--- config.mk ---
export PLATFORM = sky130hd
export DESIGN_NAME = game_screen_ctl
export DESIGN_NICKNAME = d
export VERILOG_FILES = /design/src/rtl/game_screen_ctl.sv
export SDC_FILE = /design/constraint.sdc
export NUM_CORES = 1
export LEC_CHECK = 0
export CAP_MARGIN = 20
export CORE_UTILIZATION = 34
export CTS_CLUSTER_DIAMETER = 200
export CTS_CLUSTER_SIZE = 8
export DETAILED_ROUTE_END_ITERATION = 16
export PLACE_DENSITY = 0.75
export SETUP_SLACK_MARGIN = 0.1
export SLEW_MARGIN = 15
export SYNTH_ARGS = -nofsm -noshare
export SYNTH_HDL_FRONTEND = slang
export SYNTH_SLANG_ARGS = --single-unit
--- constraint.sdc ---
create_clock -name clk -period 1.7 [get_ports clk]
set_clock_uncertainty 0.1 [all_clocks]
set_input_delay 0.255 -clock clk [delete_from_list [all_inputs] [get_ports clk]]
set_output_delay 0.255 -clock clk [all_outputs]
set_load 0.01 [all_outputs]
--- src/rtl/game_screen_ctl.sv ---
// PONG screen sequencer: MENU/PLAY/PAUSE/OVER with frame-aligned commits and VGA stream select.
// Build option: define SCREEN_PAUSE_EN to enable the right-click PAUSE screen and its dimmed pixel path.
module game_screen_ctl #(
  parameter int START_X0    = 412,
  parameter int START_X1    = 612,
  parameter int START_Y0    = 360,
  parameter int START_Y1    = 408,
  parameter int OVER_FRAMES = 180
) (
  input  logic        clk,
  input  logic        rst,
  input  logic [11:0] xpos,
  input  logic [11:0] ypos,
  input  logic        mouse_left,
  input  logic        mouse_right,
  input  logic        game_over,
  input  logic        vsync_in,
  input  logic        hsync_in,
  input  logic [11:0] rgb_menu,
  input  logic [11:0] rgb_game,
  output logic [1:0]  screen,
  output logic        game_en,
  output logic        game_rst,
  output logic        vsync_out,
  output logic        hsync_out,
  output logic [11:0] rgb_out
);

  typedef enum logic [1:0] {
    S_MENU  = 2'd0,
    S_PLAY  = 2'd1,
    S_PAUSE = 2'd2,
    S_OVER  = 2'd3
  } screen_t;

  typedef struct packed {
    logic    vld;
    screen_t nxt;
  } pend_t;

  localparam logic [11:0] X0 = 12'(START_X0);
  localparam logic [11:0] X1 = 12'(START_X1);
  localparam logic [11:0] Y0 = 12'(START_Y0);
  localparam logic [11:0] Y1 = 12'(START_Y1);
  localparam logic [7:0]  OVER_LAST = 8'(OVER_FRAMES - 1);

  screen_t     scr_q, scr_d;
  pend_t       pend_q, pend_d;
  logic [7:0]  cnt_q, cnt_d;
  logic        left_d, vsync_d;
  logic        left_clk, right_clk, frame, hit, commit, game_rst_d;
  logic [11:0] rgb_sel;

  assign left_clk = mouse_left & ~left_d;
  assign frame    = vsync_in & ~vsync_d;
  assign hit      = (xpos >= X0) && (xpos <= X1) && (ypos >= Y0) && (ypos <= Y1);
  assign commit   = frame & pend_q.vld;

`ifdef SCREEN_PAUSE_EN
  logic right_d;
  assign right_clk = mouse_right & ~right_d;
`else
  logic right_unused;
  assign right_unused = mouse_right;
  assign right_clk    = 1'b0;
`endif

  // The edge-detect register for vsync doubles as the one-cycle sync delay.
  assign vsync_out = vsync_d;
  assign screen    = scr_q;

  always_ff @(posedge clk) begin
    if (rst) begin
      scr_q     <= S_MENU;
      pend_q    <= '0;
      cnt_q     <= '0;
      left_d    <= 1'b0;
      vsync_d   <= 1'b0;
      hsync_out <= 1'b0;
      rgb_out   <= '0;
      game_en   <= 1'b0;
      game_rst  <= 1'b1;
`ifdef SCREEN_PAUSE_EN
      right_d   <= 1'b0;
`endif
    end else begin
      scr_q     <= scr_d;
      pend_q    <= pend_d;
      cnt_q     <= cnt_d;
      left_d    <= mouse_left;
      vsync_d   <= vsync_in;
      hsync_out <= hsync_in;
      rgb_out   <= rgb_sel;
      game_en   <= (scr_d == S_PLAY);
      game_rst  <= game_rst_d;
`ifdef SCREEN_PAUSE_EN
      right_d   <= mouse_right;
`endif
    end
  end

  // Requests are judged against the screen being entered this cycle, so a
  // click coinciding with a commit is latched for the following frame edge.
  always_comb begin
    scr_d      = scr_q;
    pend_d     = pend_q;
    cnt_d      = cnt_q;
    game_rst_d = 1'b0;
    if (commit) begin
      scr_d      = pend_q.nxt;
      pend_d.vld = 1'b0;
      cnt_d      = '0;
      game_rst_d = (scr_q == S_MENU) && (pend_q.nxt == S_PLAY);
    end else if (frame && (scr_q == S_OVER)) begin
      if (cnt_q == OVER_LAST) begin
        scr_d = S_MENU;
        cnt_d = '0;
      end else begin
        cnt_d = cnt_q + 8'd1;
      end
    end

    case (scr_d)
      S_MENU: begin
        if (left_clk && hit) pend_d = '{vld: 1'b1, nxt: S_PLAY};
      end
      S_PLAY: begin
        if (game_over)
          pend_d = '{vld: 1'b1, nxt: S_OVER};
        else if (right_clk && !(pend_d.vld && (pend_d.nxt == S_OVER)))
          pend_d = pend_d.vld ? '{vld: 1'b0, nxt: S_PLAY} : '{vld: 1'b1, nxt: S_PAUSE};
      end
      S_PAUSE: begin
        if (right_clk)
          pend_d = pend_d.vld ? '{vld: 1'b0, nxt: S_PAUSE} : '{vld: 1'b1, nxt: S_PLAY};
      end
      default: ;
    endcase
  end

  always_comb begin
    rgb_sel = rgb_menu;
    case (scr_q)
      S_PLAY:  rgb_sel = rgb_game;
`ifdef SCREEN_PAUSE_EN
      S_PAUSE: rgb_sel = {1'b0, rgb_game[11:9], 1'b0, rgb_game[7:5], 1'b0, rgb_game[3:1]};
`endif
      default: rgb_sel = rgb_menu;
    endcase
  end

endmodule

======== Yosys cells after proc, flatten, opt, wreduce, memory -nomap -nowiden ========
Cells that the tools add are included.
cells by class
  $add $sub $neg .......................... 1
  $lt $le $gt $ge ......................... 4
  equality and inequality tests ........... 7
  mux-type cells .......................... 10
  bitwise operators ....................... 5
  reductions and logical operators ........ 11
operators with widths
  cell                    number
  $ge A12 B9 Y1 const B   2
  $le A12 B10 Y1 const B  1
  $le A12 B9 Y1 const B   1
  $mux W12                1
  $add A8 B1 Y8 const B   1
  $eq A8 B8 Y1 const B    1
  $mux W8                 1
  $eq A2 B1 Y1 const B    3
  $logic_and A1 B1 Y1     6
  $mux W2                 3
  $mux W3                 2
  $pmux W3 S2             1
  $logic_not A2 Y1        2
  $ne A2 B2 Y1 const B    2
  $and A1 B1 Y1           3
  $reduce_and A3 Y1       1
  $eq A2 B2 Y1 const B    1
  $mux W1                 2
  $not A1 Y1              2
  $reduce_bool A2 Y1      1
  $reduce_or A2 Y1        1
word-level totals
  flip-flop bits (word level) ............. 30
  bits of input ports ..................... 55
  output and inout port bits .............. 18

======== Longest topological paths before layout ========
  word-level depth ........................ 8
  gate-level depth with buffers ........... 6

======== Worst setup path after synthesis ========
OpenSTA, ideal clock, no wires.
  kind .................................... reg-to-reg
  start point ............................. reg cnt_q[0]
  end point ............................... reg pend_q[1] (netlist name)
  data arrival time ....................... 1.428 ns
  path slack .............................. 0.056 ns
  stages on the path, launching flop included .. 7
  cells stage by stage .................... dfxtp_1 -> ha_1 -> nand4_1 -> o311a_4 -> nor2_2 -> a311o_1 -> o21ai_1
between the ends
  word-level cells in the longest chain between the ends .. 7
  elaborated cells on any way between the ends .. 11
RTL lines
  element                                                              RTL line  text
  start, declared                                                      49        logic [7:0] cnt_q, cnt_d;
  start signal, assigned                                               89        cnt_q <= cnt_d;
  $eq A8 B8 Y1 (*)                                                     115       if (cnt_q == OVER_LAST) begin
  $mux W2 (*)                                                          115
  $mux W2 (*)                                                          114       end else if (frame && (scr_q == S_OVER)) begin
  $mux W2 (*)                                                          109       if (commit) begin
  $eq A2 B1 Y1 / $logic_not A2 Y1 (equally long branches)              123       case (scr_d)
  $ne A2 B2 Y1 (no line) / $reduce_bool A2 Y1 (equally long branches)  -
  $reduce_and A3 Y1 (no line)                                          -
  end signal, assigned                                                 88        pend_q <= pend_d;
  end, declared                                                        48        pend_t pend_q, pend_d;
Mark *: on every way between the ends. The rest lies on a longest branch, timed or not.
A chain may end at the register's enable or synchronous reset.

======== Final worst setup path ========
  start point ............................. reg cnt_q[2]
  end point ............................... reg pend_q[2] (netlist name)
between the ends
  word-level cells in the longest chain between the ends .. 6
  elaborated cells on any way between the ends .. 7
RTL lines
  element                                                  RTL line
  $eq A8 B8 Y1 (*)                                         115
  $mux W2 (*)                                              115
  $mux W2 (*)                                              114
  $mux W2 (*)                                              109
  $eq A2 B1 Y1 / $logic_not A2 Y1 (equally long branches)  123
  $pmux W3 S2 (*)                                          123
Marks and branches as above.

==> metrics.sh <==
SYNTH.FF_LATCH_COUNT=30
DIE_AREA_UM2=4150
REPORT.FINAL.SETUP_VIOL=0
SYNTH_CELL_TYPE_COUNT=40
CTS_HTREE_LEVELS=2
FIN_AREA_UM2=2410
SYNTH_TOP_CELLS_BY_COUNT='sky130_fd_sc_hd__dfxtp_1, sky130_fd_sc_hd__nand2_1, sky130_fd_sc_hd__a21oi_1'
FMAX_MHz=605
SYN-MEAN-INSTANCE-AREA_UM2=8.23
IO_BUFFERS=71
SYNTH-SEQ-AREA-SHARE_PCT=45.3
CRIT_TYPE='flop to flop'
SYNTH_ASYNC_SR_FLOP_SHARE_PCT=0
DRV_SLEW=0
YOSYS-TOP-CELLS-AREA='sky130_fd_sc_hd__dfxtp_1, sky130_fd_sc_hd__nand2_1, sky130_fd_sc_hd__a21oi_1'
CTS_MADE_BUFFERS=5
CRITPATHMAXSTAGEDELAY_NS=0.40
HOLDCRITPATHCLASS='flop to flop'
N_ANTENNA_CELL=0
MAX-CLOCK-PATH-BUFFERS=2
DRT-TOTAL-WL_UM=3790
GRT_MAX_DEGREE=13
CORE.ROWCOUNT=22
PLACE.DETAILED.HPWL_UM=2840
FIN_CRIT_SH_PCT=97.2
NNETSFINAL=313
CP-START-KIND='flop'
ROUTED-WL-MET3_UM=171
SLEW-LIMIT-HEADROOM_PCT=70.0
WORST_SLEW_PIN_SLEW_NS=0.448
CLOCK_LATENCY_NS=0.28
REPORT.POWER.TOTAL_mW=1.57
END_KIND='flop'
CTS.SINKS=30
PLACEABLECOREAREA_UM2=3690
FLOORPLAN.INITIALDENSITY_PCT=35.9
GRT_FIRST_PASS_WIRELENGTH_UM=6110
TIMING.MAX_CAP.VIOLATIONS=0
AVGVIACOUNTPERCELL=4.94
TIMING.FINAL.HOLD_VIOLATIONS=0
CTS.ROOT.BUFFER_CELL='sky130_fd_sc_hd__clkbuf_8'
SYNTHESIS.YOSYS.WARNINGS=0
MET1WIRELENGTH_UM=1590
CLK_TRANSITION_REPORTED_PATHS_NS=0.07
PLACE_CONGESTION=0.819
HIGHEST_LAYER_USED_FOR_SIGNAL_ROUTING='met4'
RSZ0062_AT_GRT='true'
TOTAL_LEAKAGE_POWER_nW=0.977
GRT_OVERFLOW_TOTAL=0
POSTROUTEANTENNANETS=0
DRT-INITIAL-DRC-COUNT=92
IR_WORST_VDD_uV=361
YOSYS_MOST_USED_DFF='sky130_fd_sc_hd__dfxtp_1'
SYNTH_LARGEST_TYPE_AREA_FRACTION_PCT=45.3
CP_CELL_SEQUENCE='or3_4 > o311a_4 > or3_1 > o21ai_1'
WL_PER_CELL_UM=12.4
WORST-ENDPOINT-REQUIRED_NS=1.82
NETLIST.TOP_CELL.BY_AREA='sky130_fd_sc_hd__dfxtp_1'
VIA_COUNT=1512
DIE_W_UM=64.4
NETS_IN_THE_SYNTHESIZED_NETLIST=217
CTS_TREE='built'
GRT_ANTENNA_BEFORE_REPAIR=0
NUM_IO_PINS=73
POSTPLACECELLAREA_UM2=2250
CRITICAL-PATH-SLOWEST-CELL='sky130_fd_sc_hd__or3_4'
NUMBER_OF_GLOBAL_ROUTE_VIAS_BEFORE_REPAIR=1454
DRIVE_ABOVE_1_SHARE_PCT=19.4
POSTSYNTHCELLCOUNT=161
STATUS='finished clean'
SYNTH_ENABLE_FLOP_CELLS=0
DIE_H_UM=64.4
REMAINING_DRC_ERRORS=0
FIN_CRIT_NS=1.65
SETUP-TNS-FINAL_NS=0
NETLIST_AREA_UM2=1330
GR-USAGE-ALL-LAYERS_PCT=18.8
DR_WL_MET2_UM=1940
TIMING.CRITICAL_PATH.ARRIVAL_NS=1.77
FLOW.AREA_GROWTH_FROM_SYNTHESIS_PCT=82.0
PRE_REPAIR_DR_ITERATION_COUNT=4
PATH_MAX_FANOUT=3
PWR_CELL_AREA_nW_PER_UM2=650
worst paths after layout:
kind	start	endpoint	depth (start not counted)	slack [ns]
max	cnt_q[2]	pend_q[2]	4	0.05
min	pend_q[1]	pend_q[1]	2	0.40
max reg2reg	cnt_q[2]	pend_q[2]	4	0.05
min reg2reg	pend_q[1]	pend_q[1]	2	0.40
cells in the final DEF (no fill, tap or decap), drive strengths merged, types with 2 or more instances in the layout:
cell type	Yosys	layout
nor2	14	14
o21ai	5	5
nand4	2	2
nor3	5	5
clkdlybuf4s50	0	68
dlymetal6s2s	0	2
nor4b	2	2
nor2b	7	7
a31oi	2	2
nand3b	2	2
nand3	3	3
a311oi	3	3
nand2	30	30
and3	4	4
or3	2	2
a211oi	2	2
inv	6	6
buf	1	23
dfxtp	30	30
clkbuf	4	6
a21oi	20	20
power breakdown:
part	internal, mW	total (mW)	switching (mW)
Clock	0.325	0.597	0.272
Sequential	0.723	0.729	0.00609
Combinational	0.166	0.241	0.0750
Total	1.21	1.57	0.353
worst max-delay path: cells and delay by family (launching register included):
kind,cells,cell delay [ns]
compound gates,2,0.46
flops,1,0.32
simple gates,2,0.72
metrics by stage:
step | instances | hold WS [ns] | setup slack [ns] | util, %
global placement | 296 | 0.379 | -0.269 | 60.9
CTS | 306 | 0.400 | 0.0240 | 64.6
detailed placement | 296 | 0.385 | -0.315 | 60.9
finish | 306 | 0.399 | 0.0482 | 65.4
floorplan | 161 | 0.251 | 0.106 | -
global route | 306 | 0.411 | -0.0102 | 65.4
routing by layer:
metal  GRT usage (%)  up-vias
met3            3.87       10
met4            9.44        0
li1                -      767
met1            20.7      683
met2            33.9       52
met5               0        -
cells by family after synthesis:
| logic type | synth area share [%] |
|---|---|
| multiplexers | 0.755 |
| XOR/XNOR | 1.32 |
| adder cells (fa/ha/maj) | 0.944 |
| flip-flops | 45.3 |
| AND/OR/NAND/NOR | 26.8 |
| AO/OA/AOI/OAI | 21.7 |
| buffers and inverters | 3.12 |
state kept, by name, indices dropped and copies added, names as in the netlist, 2 cells and up:
| name | count |
|---|---|
| cnt_q | 8 |
| rgb_out | 12 |
| pend_q | 3 |
| screen | 2 |
layout make-up:
class,count,area [µm²]
clock buffer,6,82.6
tap,48,60.1
inverter,6,22.5
clock inverter,2,12.5
sequential,30,606
multi-input combinational,120,741
timing repair buffer,94,887
fill,312,1280
repair_timing:
action / CTS / global route
setup endpoints to repair: 11 / 14
hold buffers: 0 / 0
pin swaps: 2 / 3
setup buffers: 2 / 0
gates cloned: 0 / 0
resized for setup: 6 / 8
Power figures use the tool's default switching activity.
